--- src/rtl/io_output_bank.sv ---
// io_output_bank: memory-mapped bank of output ports with byte-enabled
// write/set/clear/toggle access, per-port auto-clear pulse mode and a
// registered readback path.
//   io_clk, resetn (async, active-low)
//   addr[7:0] window offset, addr[9:8] access mode, datain, byte_en
//   write_io_enable / read_io_enable strobes
//   dataout, dataout_valid: readback, one cycle after the read strobe
//   out_port: flattened ports, port i at [i*DATA_W +: DATA_W]
//   pulse_active: per-port pulse counter nonzero
module io_output_bank #(
    parameter int          NUM_PORTS = 4,
    parameter int          DATA_W    = 32,
    parameter logic [7:0]  BASE_ADDR = 8'h80,
    parameter int          PULSE_LEN = 16,
    parameter int          CNT_W     = 16
) (
    input  logic                          io_clk,
    input  logic                          resetn,
    input  logic [31:0]                   addr,
    input  logic [31:0]                   datain,
    input  logic [DATA_W/8-1:0]           byte_en,
    input  logic                          write_io_enable,
    input  logic                          read_io_enable,
    output logic [31:0]                   dataout,
    output logic                          dataout_valid,
    output logic [NUM_PORTS*DATA_W-1:0]   out_port,
    output logic [NUM_PORTS-1:0]          pulse_active
);
    logic [NUM_PORTS*DATA_W-1:0] port_q, port_d;
    logic [NUM_PORTS-1:0]        pulse_en_q, pulse_en_d;
    logic [CNT_W-1:0]            cnt_q [NUM_PORTS];
    logic [CNT_W-1:0]            cnt_d [NUM_PORTS];
    logic [31:0]                 dataout_q, dataout_d, rd_data;
    logic                        dataout_valid_q;
    logic [DATA_W-1:0]           wd, mask, old, modv;
    logic [1:0]                  mode, be_pad;
    logic [5:0]                  widx;
    logic                        in_win, hit, ctrl_hit;
    logic                        unused_ok;

    // Address decode works on 32-bit words; addr[1:0] never matters.
    assign mode      = addr[9:8];
    assign widx      = addr[7:2] - BASE_ADDR[7:2];
    assign in_win    = addr[7:2] >= BASE_ADDR[7:2];
    assign ctrl_hit  = in_win && widx == 6'(NUM_PORTS);
    assign wd        = datain[DATA_W-1:0];
    // CTRL may be wider than the byte enables when DATA_W is 8; missing lanes read as disabled.
    assign be_pad    = 2'(byte_en);
    assign unused_ok = ^{addr[31:10], addr[1:0], datain};

    always_comb begin
        port_d     = port_q;
        pulse_en_d = pulse_en_q;
        cnt_d      = cnt_q;
        rd_data    = '0;
        mask       = '0;
        old        = '0;
        modv       = '0;
        hit        = 1'b0;
        pulse_active = '0;
        for (int b = 0; b < DATA_W/8; b++) mask[b*8 +: 8] = {8{byte_en[b]}};
        if (ctrl_hit) rd_data = 32'(pulse_en_q);
        if (ctrl_hit && write_io_enable)
            for (int k = 0; k < NUM_PORTS; k++) pulse_en_d[k] = be_pad[k/8] ? datain[k] : pulse_en_q[k];
        for (int i = 0; i < NUM_PORTS; i++) begin
            old  = port_q[i*DATA_W +: DATA_W];
            hit  = in_win && widx == 6'(i);
            modv = mode == 2'd0 ? wd : mode == 2'd1 ? old | wd : mode == 2'd2 ? old & ~wd : old ^ wd;
            if (hit) rd_data = 32'(old);
            // Disabling pulse mode kills the counter at once and freezes the port value.
            if (!pulse_en_d[i]) cnt_d[i] = '0;
            else if (cnt_q[i] != '0) begin
                cnt_d[i] = cnt_q[i] - 1'b1;
                if (cnt_q[i] == CNT_W'(1)) port_d[i*DATA_W +: DATA_W] = '0;
            end
            // A write overrides a same-cycle expiry and retriggers the counter.
            if (hit && write_io_enable) begin
                port_d[i*DATA_W +: DATA_W] = (modv & mask) | (old & ~mask);
                if (pulse_en_d[i]) cnt_d[i] = CNT_W'(PULSE_LEN);
            end
            pulse_active[i] = cnt_q[i] != '0;
        end
        dataout_d = read_io_enable ? rd_data : dataout_q;
    end

    always_ff @(posedge io_clk or negedge resetn) begin
        if (!resetn) begin
            port_q          <= '0;
            pulse_en_q      <= '0;
            cnt_q           <= '{default: '0};
            dataout_q       <= '0;
            dataout_valid_q <= 1'b0;
        end else begin
            port_q          <= port_d;
            pulse_en_q      <= pulse_en_d;
            cnt_q           <= cnt_d;
            dataout_q       <= dataout_d;
            dataout_valid_q <= read_io_enable;
        end
    end

    assign out_port      = port_q;
    assign dataout       = dataout_q;
    assign dataout_valid = dataout_valid_q;
endmodule

--- config.mk ---
export PLATFORM = sky130hd
export DESIGN_NAME = io_output_bank
export DESIGN_NICKNAME = d
export VERILOG_FILES = /design/src/rtl/io_output_bank.sv
export SDC_FILE = /design/constraint.sdc
export NUM_CORES = 1
export LEC_CHECK = 0
export ABC_AREA = 1
export CAP_MARGIN = 20
export CORE_MARGIN = 10
export CORE_UTILIZATION = 40
export DETAILED_ROUTE_END_ITERATION = 6
export PLACE_DENSITY = 0.57
export SLEW_MARGIN = 5
export SYNTH_ARGS = -nofsm -noshare
export SYNTH_HDL_FRONTEND = slang
export SYNTH_SLANG_ARGS = --single-unit
--- constraint.sdc ---
create_clock -name io_clk -period 4.6 [get_ports io_clk]
set_clock_uncertainty 0.1 [all_clocks]
set_input_delay 0.46 -clock io_clk [delete_from_list [all_inputs] [get_ports io_clk]]
set_output_delay 0.46 -clock io_clk [all_outputs]
set_load 0.005 [all_outputs]
==> flow_results.org <==
** Synthesis
- The synthesized netlist occupies a cell area of about 20000 um2.
- Sequential element share of the synthesized area :: ~29%
- Count of mapped cells out of synthesis :: 3069
- Post-synth EDFFs :: 0
- Syn_area_per_cell :: 6.48 um2
- Distinct cell type count of the synthesized netlist :: 32
- The synthesized design contains between 200 and 250 register bits.
- The number of nets in the synthesized netlist is 3409.
- After synthesis, the largest area contributor takes up between 20% and 30% of total cell area.
- Area leader, netlist :: dfrtp_1
- Cell with the most instances after synthesis :: nand2_1
- Prevailing post-synth register cell :: dfrtp_1
- List of most frequent post-synthesis cells :: nand2_1, nand3_1, ha_1
- Yosys printed 0 warnings.
- Main area contributors after synthesis :: dfrtp_1, nand2_1, ha_1, nand3_1, nor2_1
- Fraction of registers with async set/reset :: between 90% and 100%

** Clock network
- Clock buffer depth :: 3
- Once the clock tree was built, the resizer swapped 0 gates to a different size.
- Worst-path clk slew :: around 0.060 ns
- In this run the number of H-tree levels came out at 1.
- TritonCTS built the clock tree.
- Root Buffer :: clkbuf_16
- For the worst-skew pair, the clock arrives at the later sink with an insertion delay of 0.59 ns.
- The number of clock buffers added by TritonCTS is 31.
- For this design, the sink count on the clock tree is 229.

** STA
- Min Tclk post-route :: 3.22 ns
- Setup violations remaining at the end of the flow were counted as 0.
- Final worst slack :: around 1.4 ns
- Number of hold violations in the final report :: 0
- Highest achievable clock rate :: approximately 310 MHz
- Worst Max-Slew Pin Slew :: just over 1 ns
- For the final routed database, the setup TNS stands at 0 ns.
- The worst path uses ~70% of the clock period.
- Setup repair after global routing left no endpoint under its margin.
- Max-slew violation count :: 0
- In this run the tightest slew margin relative to its limit is between 30 and 40%.

** Detailed routing
- The detailed router placed 20.3k vias in this run.
- Using the TritonRoute via totals, the vias-per-cell ratio works out to 5.20.
- Wire length per cell after detailed routing :: around 18 um
- The first detailed-routing pass ran for 5 iterations.
- Final ANT Viol Nets :: 0
- Wires add up to about 72 mm.
- For this block, the initial DRC count from the detailed router was around 1.7k.
- In the routed design, unresolved DRC markers number 0.

** Final layout
- Net count of the finished layout :: 3559
- The repair_antennas step left the layout with diodes totalling 0.
- The filler cells instantiated in the layout total around 5k.
- The finished layout holds roughly 3.9k standard cells, fillers aside.
- Fraction of final layout cells sized beyond drive strength 1 :: under 10%
- Area delta synth->final :: 18.8%

** Placement
- Placer's final routability congestion estimate :: 0.874
- Prior to clock tree synthesis, the placed netlist has a worst setup slack of approximately 1.2 ns.
- Detailed Place HPWL :: 45.9 mm
- In this run the tool buffered the top-level ports with 212 buffer cells.
- Counting tap cells, the placed design contains a total of between 3k and 4k instances.

** Power and ir drop
- For this design the ratio of total power to cell area is 336 nW/um2.
- For this design the static power due to leakage is between 10 and 15 nW.
- Maximum ir drop on the vdd rail :: 0.283 mV

** Run
- Across the run, the number of max-cap violations was 0.

** Global routing
- The via count of the first global-routing pass was 19.9k.
- The global routing stage identified its most utilized layer as met2.
- Global routing used under 10% of the available met3 tracks.
- After global routing the overflow that remains totals 0.
- Aggregate global-route resource usage :: 23.6%
- Wire length of the first global-routing pass :: about 110 mm
- The initial antenna violation count is 1.
- Met1 track demand over resource in global routing :: 30.1%
- Pin count of the biggest net entering global routing :: between 90 and 100
- In the global route stage, met2 resource usage came out at 39.0%.

** Hold path
- Worst hold path cell count :: 2
- Endpoint with the worst hold slack :: dataout[15]
- Worst min-delay path class :: flip-flop to flip-flop
- Hold path start :: dataout[15]

** Floorplanning
- CORE AREA :: 49100 um2
- X dimension of the die :: between 200 and 250 um
- Top-level port count :: roughly 240
- Area of the die :: between 50000 and 60000 um2
- The floorplan has 81 rows.
- Die Height :: 243 um
- The initial utilization of the core area, before any placement, comes to around two fifths.

** Worst setup path
- Number of cells traversed by the worst register-to-register path :: 9
- The worst setup path is launched from a flip-flop.
- STA puts the critical path data required time at approximately 4 ns.
- Maximum fanout along the worst path :: 17
- The worst register-to-register path begins at cnt_q[16].
- Setup slack on the worst reg-to-reg path comes out at ~2.4 ns.
- The worst setup path is captured at an output pin.
- The critical path is of the flip-flop to output pin type.
- STA puts the critical path data arrival time at 2.66 ns.
- Tracing the worst setup path back leads to its startpoint at cnt_q[6].
- R2R Path End :: out_port[87]

** Run status
- The flow ran to the end, and the final reports show no timing, DRC or antenna violations.
-- routing by layer --
layer | wire length, um | share of wire (%)
met3 | 5370 | 7.5
met2 | 32600 | 45
met1 | 31100 | 43
met4 | 2620 | 3.7
met5 | 8 | 0.011
-- state kept, by name (all words and copies together) (netlist names) --
| signal | flops |
|---|---|
| dataout_valid | 1 |
| pulse_en_q | 4 |
| out_port | 128 |
| cnt_q | 64 |
| dataout | 32 |
-- where the power goes --
group          leakage [nW]  internal (mW)  switching (mW)
logic                  8.93           1.15            1.62
clock network         0.545           1.60            1.03
registers              3.12           2.24           0.319
-- worst max path at each step --
stage                                 end
after floorplan           pulse_active[1]
after global placement       out_port[44]
after detailed placement     out_port[44]
after CTS                 pulse_active[1]
after global routing      pulse_active[1]
final                     pulse_active[3]
-- layout make-up --
class	instances	area, um2	share of cell area [%]
multi-input combinational	2443	12500	53.0
sequential	229	5730	24.2
timing repair buffer	257	2500	10.6
inverter	257	968	4.10
clock buffer	45	918	3.88
tap	664	831	3.51
clock inverter	13	173	0.730
-- layout by cell type, fill, tap and decap left out, drive strengths merged, types with 3 or more instances in the layout --
cell	count
nand2	1384
nand3	331
ha	268
nor2	261
inv	255
dfrtp	229
clkdlybuf4s50	210
a21oi	65
o21ai	54
buf	46
clkbuf	45
xnor2	24
xor2	20
nand4	12
clkinv	11
or2	8
o211ai	5
nand3b	4
bufinv	4
a211oi	3
-- cell families (layout without fill, tap and decap cells) --
| group | after synthesis | after routing | synth area share [%] |
|---|---|---|---|
| DFF | 229 | 229 | 28.8 |
| adders and majority gates | 268 | 268 | 16.9 |
| xor gates and xnor gates | 44 | 44 | 1.94 |
| buffers and inverters | 397 | 572 | 8.39 |
| AOI/OAI and AO/OA | 128 | 128 | 3.34 |
| and+or+nand+nor | 2003 | 2003 | 40.7 |
-- worst max-delay path, stage by stage (launching register included) --
cell,delay [ns]
dfrtp_1,0.40
nor2_1,0.23
nand2_1,0.15
nor2_1,0.14
nand3_1,0.51
clkdlybuf4s50_1,0.64
-- stage by stage --
stage	hold WS (ns)	cell area (um2)	total power, mW	utilization, %
after CTS	0.381	23600	8.02	48.2
after global placement	0.361	22500	5.27	46.0
after detailed placement	0.365	22500	5.35	46.0
after floorplan	0.0644	19900	4.39	-
final	0.380	23600	7.95	48.2
after global routing	0.402	23600	8.52	48.2
-- what timing repair did --
item	in CTS	in global routing
hold buffers	1	0
hold endpoints to repair	94	0
endpoints found under the setup margin	0	0
setup buffers	0	0
Note: power is estimated with default switching activity, not from simulation.
